<file path="src/rtl/datapoint_stream_reader.sv">
// Burst reader: fetches a run of datapoints from a 1-cycle synchronous memory and streams them
// through a small FIFO to the neuron array with valid/ready flow control.
module datapoint_stream_reader #(
  parameter int unsigned ADDR_W    = 10,
  parameter int unsigned DATA_W    = 18,
  parameter int unsigned BUF_DEPTH = 2
) (
  input  logic              clock,
  input  logic              reset,
  input  logic              io_start,
  input  logic [ADDR_W-1:0] io_baseAddr,
  input  logic [ADDR_W:0]   io_count,
  input  logic              io_abort,
  output logic              io_busy,
  output logic              io_done,
  output logic [ADDR_W-1:0] io_memAddr,
  output logic              io_memWrEna,
  input  logic [DATA_W-1:0] io_memRdData,
  output logic              io_out_valid,
  input  logic              io_out_ready,
  output logic [DATA_W-1:0] io_out_data,
  output logic              io_out_last
);

  localparam int unsigned PtrW = (BUF_DEPTH > 1) ? $clog2(BUF_DEPTH) : 1;
  localparam int unsigned OccW = $clog2(BUF_DEPTH + 1);

  typedef enum logic [1:0] {StIdle, StRun, StDrain} state_e;

  state_e            state_q, state_d;
  logic [ADDR_W-1:0] base_q, base_d;
  logic [ADDR_W-1:0] addr_q;
  logic [ADDR_W:0]   count_q, count_d;
  logic [ADDR_W:0]   issued_q, issued_d;
  logic [ADDR_W:0]   accepted_q, accepted_d;
  logic              inflight_q;
  logic              done_q, done_d;

  logic [DATA_W-1:0] fifo_q [BUF_DEPTH];
  logic [PtrW-1:0]   wr_ptr_q, rd_ptr_q;
  logic [OccW-1:0]   occ_q;

  logic              issue, pop, push, flush, last_beat, has_room;
  logic [ADDR_W-1:0] issue_addr;
  logic [OccW:0]     pending, limit;

  assign io_out_valid = (occ_q != '0);
  assign io_out_data  = fifo_q[rd_ptr_q];
  assign pop          = io_out_valid & io_out_ready;
  assign last_beat    = io_out_valid && (accepted_q == count_q - (ADDR_W+1)'(1));
  assign io_out_last  = last_beat;
  assign io_busy      = (state_q != StIdle);
  assign io_done      = done_q;
  assign io_memWrEna  = 1'b0;
  // The address is presented in the issue cycle itself so the first beat is valid two cycles
  // after io_start; otherwise it holds the last issued address.
  assign io_memAddr   = issue_addr;

  // Reserve a FIFO slot for every read in flight, crediting a beat leaving this cycle.
  assign pending  = {1'b0, occ_q} + {{OccW{1'b0}}, inflight_q};
  assign limit    = (OccW+1)'(BUF_DEPTH) + {{OccW{1'b0}}, pop};
  assign has_room = (pending < limit);

  assign push = inflight_q & ~flush;

  always_comb begin
    state_d    = state_q;
    base_d     = base_q;
    count_d    = count_q;
    issued_d   = issued_q;
    accepted_d = accepted_q;
    done_d     = 1'b0;
    issue      = 1'b0;
    issue_addr = addr_q;
    flush      = 1'b0;
    if (state_q != StIdle && io_abort) begin
      state_d = StIdle;
      flush   = 1'b1;
    end else begin
      unique case (state_q)
        StIdle: begin
          if (io_start && !io_abort) begin
            if (io_count == '0) begin
              done_d = 1'b1;
            end else begin
              state_d    = StRun;
              base_d     = io_baseAddr;
              count_d    = io_count;
              accepted_d = '0;
              issue      = has_room;
              issue_addr = has_room ? io_baseAddr : addr_q;
              issued_d   = (ADDR_W+1)'(has_room);
            end
          end
        end
        StRun, StDrain: begin
          if (state_q == StRun) begin
            if (issued_q == count_q) begin
              state_d = StDrain;
            end else if (has_room) begin
              issue      = 1'b1;
              issue_addr = base_q + issued_q[ADDR_W-1:0];
              issued_d   = issued_q + (ADDR_W+1)'(1);
            end
          end
          if (pop) begin
            accepted_d = accepted_q + (ADDR_W+1)'(1);
            if (last_beat) begin
              state_d = StIdle;
              done_d  = 1'b1;
            end
          end
        end
        default: state_d = StIdle;
      endcase
    end
  end

  always_ff @(posedge clock or negedge reset) begin
    if (!reset) begin
      state_q    <= StIdle;
      base_q     <= '0;
      addr_q     <= '0;
      count_q    <= '0;
      issued_q   <= '0;
      accepted_q <= '0;
      inflight_q <= 1'b0;
      done_q     <= 1'b0;
    end else begin
      state_q    <= state_d;
      base_q     <= base_d;
      addr_q     <= issue_addr;
      count_q    <= count_d;
      issued_q   <= issued_d;
      accepted_q <= accepted_d;
      inflight_q <= issue;
      done_q     <= done_d;
    end
  end

  always_ff @(posedge clock or negedge reset) begin
    if (!reset) begin
      for (int unsigned i = 0; i < BUF_DEPTH; i++) begin
        fifo_q[i] <= '0;
      end
      wr_ptr_q <= '0;
      rd_ptr_q <= '0;
      occ_q    <= '0;
    end else if (flush) begin
      wr_ptr_q <= '0;
      rd_ptr_q <= '0;
      occ_q    <= '0;
    end else begin
      if (push) begin
        fifo_q[wr_ptr_q] <= io_memRdData;
        wr_ptr_q <= (wr_ptr_q == PtrW'(BUF_DEPTH - 1)) ? '0 : wr_ptr_q + PtrW'(1);
      end
      if (pop) begin
        rd_ptr_q <= (rd_ptr_q == PtrW'(BUF_DEPTH - 1)) ? '0 : rd_ptr_q + PtrW'(1);
      end
      unique case ({push, pop})
        2'b10:   occ_q <= occ_q + OccW'(1);
        2'b01:   occ_q <= occ_q - OccW'(1);
        default: occ_q <= occ_q;
      endcase
    end
  end

endmodule

</file>
<file path="config.mk">
export PLATFORM = sky130hd
export DESIGN_NAME = datapoint_stream_reader
export DESIGN_NICKNAME = d
export VERILOG_FILES = /design/src/rtl/datapoint_stream_reader.sv
export SDC_FILE = /design/constraint.sdc
export NUM_CORES = 1
export LEC_CHECK = 0
export CAP_MARGIN = 5
export CORE_ASPECT_RATIO = 1.4
export CORE_MARGIN = 4
export CORE_UTILIZATION = 56
export CTS_BUF_LIST = sky130_fd_sc_hd__clkbuf_16
export DETAILED_ROUTE_END_ITERATION = 10
export GPL_TIMING_DRIVEN = 0
export PLACE_DENSITY = 0.84
export RECOVER_POWER = 50
export SETUP_SLACK_MARGIN = 0.5
export SLEW_MARGIN = 20
export SYNTH_ARGS = -nofsm -noshare
export SYNTH_HDL_FRONTEND = slang
export SYNTH_SLANG_ARGS = --single-unit
</file>
<file path="constraint.sdc">
create_clock -name clock -period 6.5 [get_ports clock]
set_input_delay 1.95 -clock clock [delete_from_list [all_inputs] [get_ports clock]]
set_output_delay 1.95 -clock clock [all_outputs]
set_load 0.02 [all_outputs]
</file>
==> out/qor.yml, run 1 <==
cts_buffer_depth: 2
crit_path_end_kind: "output pin"
ctsRootBufferMaster: "clkbuf_16"
setup_viol: 0
n_antenna_cell: 0
cpPeakStageDelay_ns: 0.61
synth_fa_ha_area_share_pct: 4.26
power.leakage_nw: 2.98
ys_ff_latch: 97
cts_buffers: 9
final_common_cell: "dfrtp_1"
syn2layout_area_growth_pct: 23.3
cp.depth: 9
ant_nets: 0
netlist_area_um2: 5760
rsz0062_at_grt: "yes"
clock-sinks: 97
rr_worst_depth: 8
crit_path_max_fanout: 10
drt_iter0_drc: 349
required_ns: 4.55
vias_per_cell: 6.01
row_count: 43
skew_ns: 0.00623
final_layout_size_suffix_gt1_share_pct: 21.7
p_per_area_nw_per_um2: 497
multi_input_area_um2: 3230
worst_pin_slew_ns: 1.80
wire_per_inst_um: 18.7
dpl.hpwl_mm: 10.8
grt_pass1_vias: 4916
fin_total_pwr_mw: 3.53
seq_area_um2: 2430
grt_max_degree: 73
crit_type: "in2out"
timing.critical_path.buf_inv: 3
synth_area_per_cell_um2: 10.5
slowest_stage: "dlygate4sd3_1"
die_h_um: 128
synth_xor_area_share_pct: 5.78
core-area_um2: 10000
nets: 708
async_flop_share_pct: 100
gp_routability_congestion: 0.898
cts_tree: "done"
overflow: 0
synthFlopType: "dfrtp_1"
slew_violations: 73
hold_viol_final: 0
yosysSeqAreaShare_pct: 42.1
max_slew_margin_pct: -20.3
fp.dieArea_um2: 12000
ys_warn_count: 0
vias: 4721
synth_compound_area_share_pct: 13.3
antenna_found_initial: 0
final_cell_mix: "dfrtp_1, mux2_2, clkdlybuf4s50_1"
yosys-mux-area-fraction_pct: 15.3
fill_cells: 757
drv_cap: 1
max_freq_mhz: 165
violations: "capacitance limit, slew limit"
startpoint_type: "primary input"
wl_mm: 14.7
period_needed_ns: 6.05
hold_class: "reg2reg"
synth.distinct_cells: 70
synth-edff-count: 0
cp.arrival_ns: 4.10
clkTransAtPathRegs_ns: 0.07
synthCells: 551
crit_family: "buffers and inverters"
io_buffers: 75
synth_nets: 614
start_util_pct: 57.6
fp.dieW_um: 93.7
htreeDepth: 3
io_pins: 77
clock_latency_ns: 0.35
synth_top_family_by_area: "simple AND/OR/NAND/NOR gates"
synthSimpleGateAreaFrac_pct: 15.8
crit_chain: "dlygate4sd3_1 -> nor4_4 -> a31oi_4 -> nand2_2 -> buf_4 -> nand2_1 -> a21oi_1 -> a221o_1 -> clkdlybuf4s15_2"
drc: 0
tns_ns: 0
ir_drop_mv: 0.214
track_usage_pct: 25.9
status: "complete, but fails checks"
min_path_cells: 1
hold_buffers: 0
fin_crit_sh_pct: 93.1
firstDrtPassIters: 5
grt_pass1_wl_mm: 24.6
-- routing by layer --
metal / vias to the layer above / share of wire, % / global-route usage (%)
met5: - / 0 / 0
met3: 32 / 5.3 / 4.52
met1: 2325 / 40 / 30.5
met4: 0 / 2.6 / 10.2
met2: 157 / 52 / 46.2
li1: 2207 / - / -
-- synthesized netlist by cell type (all sizes together) (10+ instances only) --
cell	count	area [um2]
dfrtp	97	2430
mux2	73	822
nand2	43	161
xnor2	30	263
a21oi	28	144
nor2	25	93.8
o21ai	24	124
ha	18	225
inv	17	63.8
nand3	17	85.1
clkbuf	14	52.6
buf	13	75.1
nand4	11	68.8
or3	10	62.6
-- path summary, 6_finish.rpt --
path,from,end,slack (ns)
max in group asynchronous,reset,count_q[2]$_DFFE_PN0P_,2.17
worst max-delay path,io_count[2],io_memAddr[0],0.45
worst max register to register,state_q[0]$_DFFE_PN0P_,fifo_q[28]$_DFFE_PN0P_,3.71
worst min-delay path,fifo_q[0]$_DFFE_PN0P_,fifo_q[0]$_DFFE_PN0P_,0.51
min in group asynchronous,reset,fifo_q[8]$_DFFE_PN0P_,1.90
worst min register to register,fifo_q[0]$_DFFE_PN0P_,fifo_q[0]$_DFFE_PN0P_,0.51
-- final cells by class --
class,instances,share of cell area (%)
multi-input combinational,410,45.5
sequential,97,34.2
timing repair buffer,83,10.7
clock buffer,9,3.17
tap,135,2.38
buffer,27,1.85
clock inverter,7,1.34
inverter,17,0.899
-- sequential cells by signal, indices dropped and copies added, names as in the netlist, 2 cells and up --
register / cells
count_q: 11
state_q: 2
issued_q: 11
accepted_q: 11
fifo_q: 36
addr_q: 10
base_q: 10
occ_q: 2
-- where the power goes --
group / internal, mW / total [mW] / switching (mW)
combinational: 0.888 / 1.90 / 1.01
clock: 0.337 / 0.573 / 0.236
sequential: 0.856 / 1.06 / 0.200
-- cell families after synthesis --
group | Yosys count
buffers and inverters | 44
xor gates and xnor gates | 38
DFF | 97
other | 1
AOI/OAI and AO/OA | 109
and+or+nand+nor | 164
adders and majority gates | 19
muxes | 79
-- metrics by stage --
step	instances	util [%]	hold slack (ns)	area, um2	worst slack (ns)
2_1_floorplan	551	-	0.474	5760	0.886
3_3_place_gp	761	66.7	0.480	6680	-0.423
3_5_place_dp	762	67.0	0.489	6710	-0.525
4_1_cts	785	71.7	0.505	7180	0.530
5_1_grt	785	71.0	0.513	7100	0.342
6_report	785	71.0	0.505	7100	0.446
-- timing repair --
item                                    in CTS  in global routing
cloned                                       0                  0
setup buffers                                7                  0
endpoints found under the setup margin      10                  7
resized for setup                           47                  9
pin swaps                                    4                  2
Note: power is estimated with default switching activity, not from simulation.
==> run 2: changes to the inputs <==
Settings changed: TNS_END_PERCENT set to 10.
==> run 2 against run 1 <==
Net effect: the flow still finishes with violations (capacitance limit, slew limit); critical path type unchanged; non-clock buffer count unchanged; clock power about the same; power up 0.46%; global-route usage barely moved; combinational power about the same; largest power group unchanged; sequential cell count stayed put; register-to-register slack barely moved; critical endpoint is now io_memAddr[3]; critical path depth unchanged; wire length hardly changed.
==> out/qor.yml, run 2 (same netlist as run 1, synthesis figures left out) <==
wire_per_inst_um: 18.7  # about the same
n_antenna_cell: 0  # unchanged
hold_viol_final: 0  # unchanged
track_usage_pct: 25.9  # about the same
required_ns: 4.55  # about the same
cts_buffer_depth: 2  # unchanged
fin_crit_sh_pct: 94.1  # was 93.1%
startpoint_type: "primary input"  # unchanged
top_register: "fifo_q"  # unchanged
final_cells: 785  # unchanged
firstDrtPassIters: 5  # unchanged
crit_chain: "dlygate4sd3_1 -> nor4_4 -> a31oi_4 -> nand2_2 -> buf_4 -> nand2_1 -> a21oi_1 -> a221o_1 -> dlygate4sd2_1"  # was dlygate4sd3_1 -> nor4_4 -> a31oi_4 -> nand2_2 -> buf_4 -> nand2_1 -> a21oi_1 -> a221o_1 -> clkdlybuf4s15_2
violations: "capacitance limit, slew limit"  # unchanged
skew_ns: 0.00702  # was 0.00623 ns
ant_nets: 0  # unchanged
clock-sinks: 97  # unchanged
hold_buffers: 0  # unchanged
die_h_um: 128  # unchanged
htreeDepth: 3  # unchanged
setup_ws_ns: 0.387  # was 0.446 ns
r2r_slack_ns: 3.71  # about the same
clkTransAtPathRegs_ns: 0.07  # about the same
crit_type: "in2out"  # unchanged
clock_latency_ns: 0.35  # about the same
worst_pin_slew_ns: 1.80  # about the same
final_cell_mix: "dfrtp_1, mux2_2, clkdlybuf4s50_1"  # unchanged
gp_routability_congestion: 0.898  # unchanged
nets: 708  # unchanged
cpPeakStageDelay_ns: 0.61  # about the same
hold_ws_ns: 0.505  # about the same
io_pins: 77  # unchanged
core-area_um2: 10000  # unchanged
slowest_stage: "dlygate4sd3_1"  # unchanged
vias_per_cell: 5.98  # was 6.01
rsz0062_at_grt: "yes"  # unchanged
period_needed_ns: 6.11  # was 6.05 ns
power.leakage_nw: 2.98  # about the same
row_count: 43  # unchanged
cts_buffers: 9  # unchanged
placed_cells: 762  # unchanged
drc: 0  # unchanged
wl_mm: 14.7  # about the same
ir_drop_mv: 0.214  # about the same
antenna_found_initial: 0  # unchanged
grt_max_degree: 73  # unchanged
fp.dieArea_um2: 12000  # unchanged
crit_path_end_kind: "output pin"  # unchanged
pre_cts_ws_ns: -0.525  # unchanged
ctsRootBufferMaster: "clkbuf_16"  # unchanged
max_slew_margin_pct: -19.8  # was -20.3%
overflow: 0  # unchanged
largest_reg_flops: 36  # unchanged
start_util_pct: 57.6  # unchanged
cp.arrival_ns: 4.16  # was 4.10 ns
grt_pass1_wl_mm: 24.6  # unchanged
vias: 4691  # was 4,721
min_path_cells: 1  # unchanged
final_area_um2: 7130  # was 7100 um2
slew_violations: 73  # unchanged
rr_worst_depth: 8  # unchanged
fp.dieW_um: 93.7  # unchanged
dpl.hpwl_mm: 10.8  # unchanged
status: "complete, but fails checks"  # unchanged
final_common_cell: "dfrtp_1"  # unchanged
p_per_area_nw_per_um2: 497  # about the same
drv_cap: 1  # unchanged
max_freq_mhz: 164  # was 165 MHz
hold_class: "reg2reg"  # unchanged
final_layout_size_suffix_gt1_share_pct: 21.4  # was 21.7%
place_area_um2: 6710  # unchanged
setup_viol: 0  # unchanged
cts_tree: "done"  # unchanged
drt_iter0_drc: 377  # was 349
io_buffers: 75  # unchanged
syn2layout_area_growth_pct: 23.8  # was 23.3%
grt_pass1_vias: 4914  # was 4,916
crit_path_max_fanout: 10  # unchanged
==> run 2: cell count changes in the layout (fill, tap and decap cells not counted) <==
cell / change
dlygate4sd2_1: +1
clkbuf_2: -2
buf_2: -3
clkdlybuf4s15_2: +3
clkdlybuf4s15_1: +1
==> run 2: metrics by stage <==
stage / setup TNS [ns] / util (%) / power, mW
2_1_floorplan: 0 / - / 2.31
3_3_place_gp: -4.16 / 66.7 / 2.87
3_5_place_dp: -4.28 / 67.0 / 2.95
4_1_cts: 0 / 71.7 / 3.55
5_1_grt: 0 / 71.2 / 3.77
6_report: 0 / 71.2 / 3.54
==> run 2: area by class of cell <==
| class | count | area [um2] |
|---|---|---|
| plain buffers | 27 | 131 |
| clock buffers | 9 | 225 |
| clock inverters | 7 | 95.1 |
| fillers | 754 | 2880 |
| inverters | 17 | 63.8 |
| multi-input cells | 410 | 3230 |
| flip-flops and latches | 97 | 2430 |
| well taps | 135 | 169 |
| repair buffers | 83 | 790 |
==> run 2: path summary, 6_finish.rpt <==
| kind | startpoint | end |
|---|---|---|
| min reg2reg | fifo_q[0]$_DFFE_PN0P_ | fifo_q[0]$_DFFE_PN0P_ |
| max in group asynchronous | reset | count_q[3]$_DFFE_PN0P_ |
| min | fifo_q[0]$_DFFE_PN0P_ | fifo_q[0]$_DFFE_PN0P_ |
| max reg2reg | state_q[0]$_DFFE_PN0P_ | fifo_q[28]$_DFFE_PN0P_ |
| max | io_count[2] | io_memAddr[3] |
| min in group asynchronous | reset | fifo_q[8]$_DFFE_PN0P_ |
==> run 2: power breakdown <==
part,internal (mW),total [mW],switching [mW]
Combinational,0.904,1.91,1.01
Sequential,0.856,1.06,0.200
Clock,0.337,0.573,0.236
Total,2.10,3.54,1.45
==> run 2: repair_timing <==
item / in CTS / in global routing
pin swaps: 4 / 2
setup endpoints to repair: 10 / 10
resized for setup: 46 / 4
gates cloned: 0 / 0
setup buffers: 7 / 0
==> run 2: per-layer routing <==
metal  global-route usage [%]  share of wire (%)  wire length (um)  vias to the layer above
met2                     46.2                 52              7670                      161
li1                         -                  -                 -                     2207
met4                     10.3                2.7               391                        0
met1                     30.5                 39              5780                     2287
met3                     4.52                5.8               857                       36
met5                        0                  0                 0                        -
==> run 2: worst max-delay path, delay by kind of cell <==
| family | cells | cell delay (ns) |
|---|---|---|
| buffers and inverters | 3 | 1.14 |
| and+or+nand+nor | 3 | 0.62 |
| AOI/OAI and AO/OA | 3 | 0.45 |
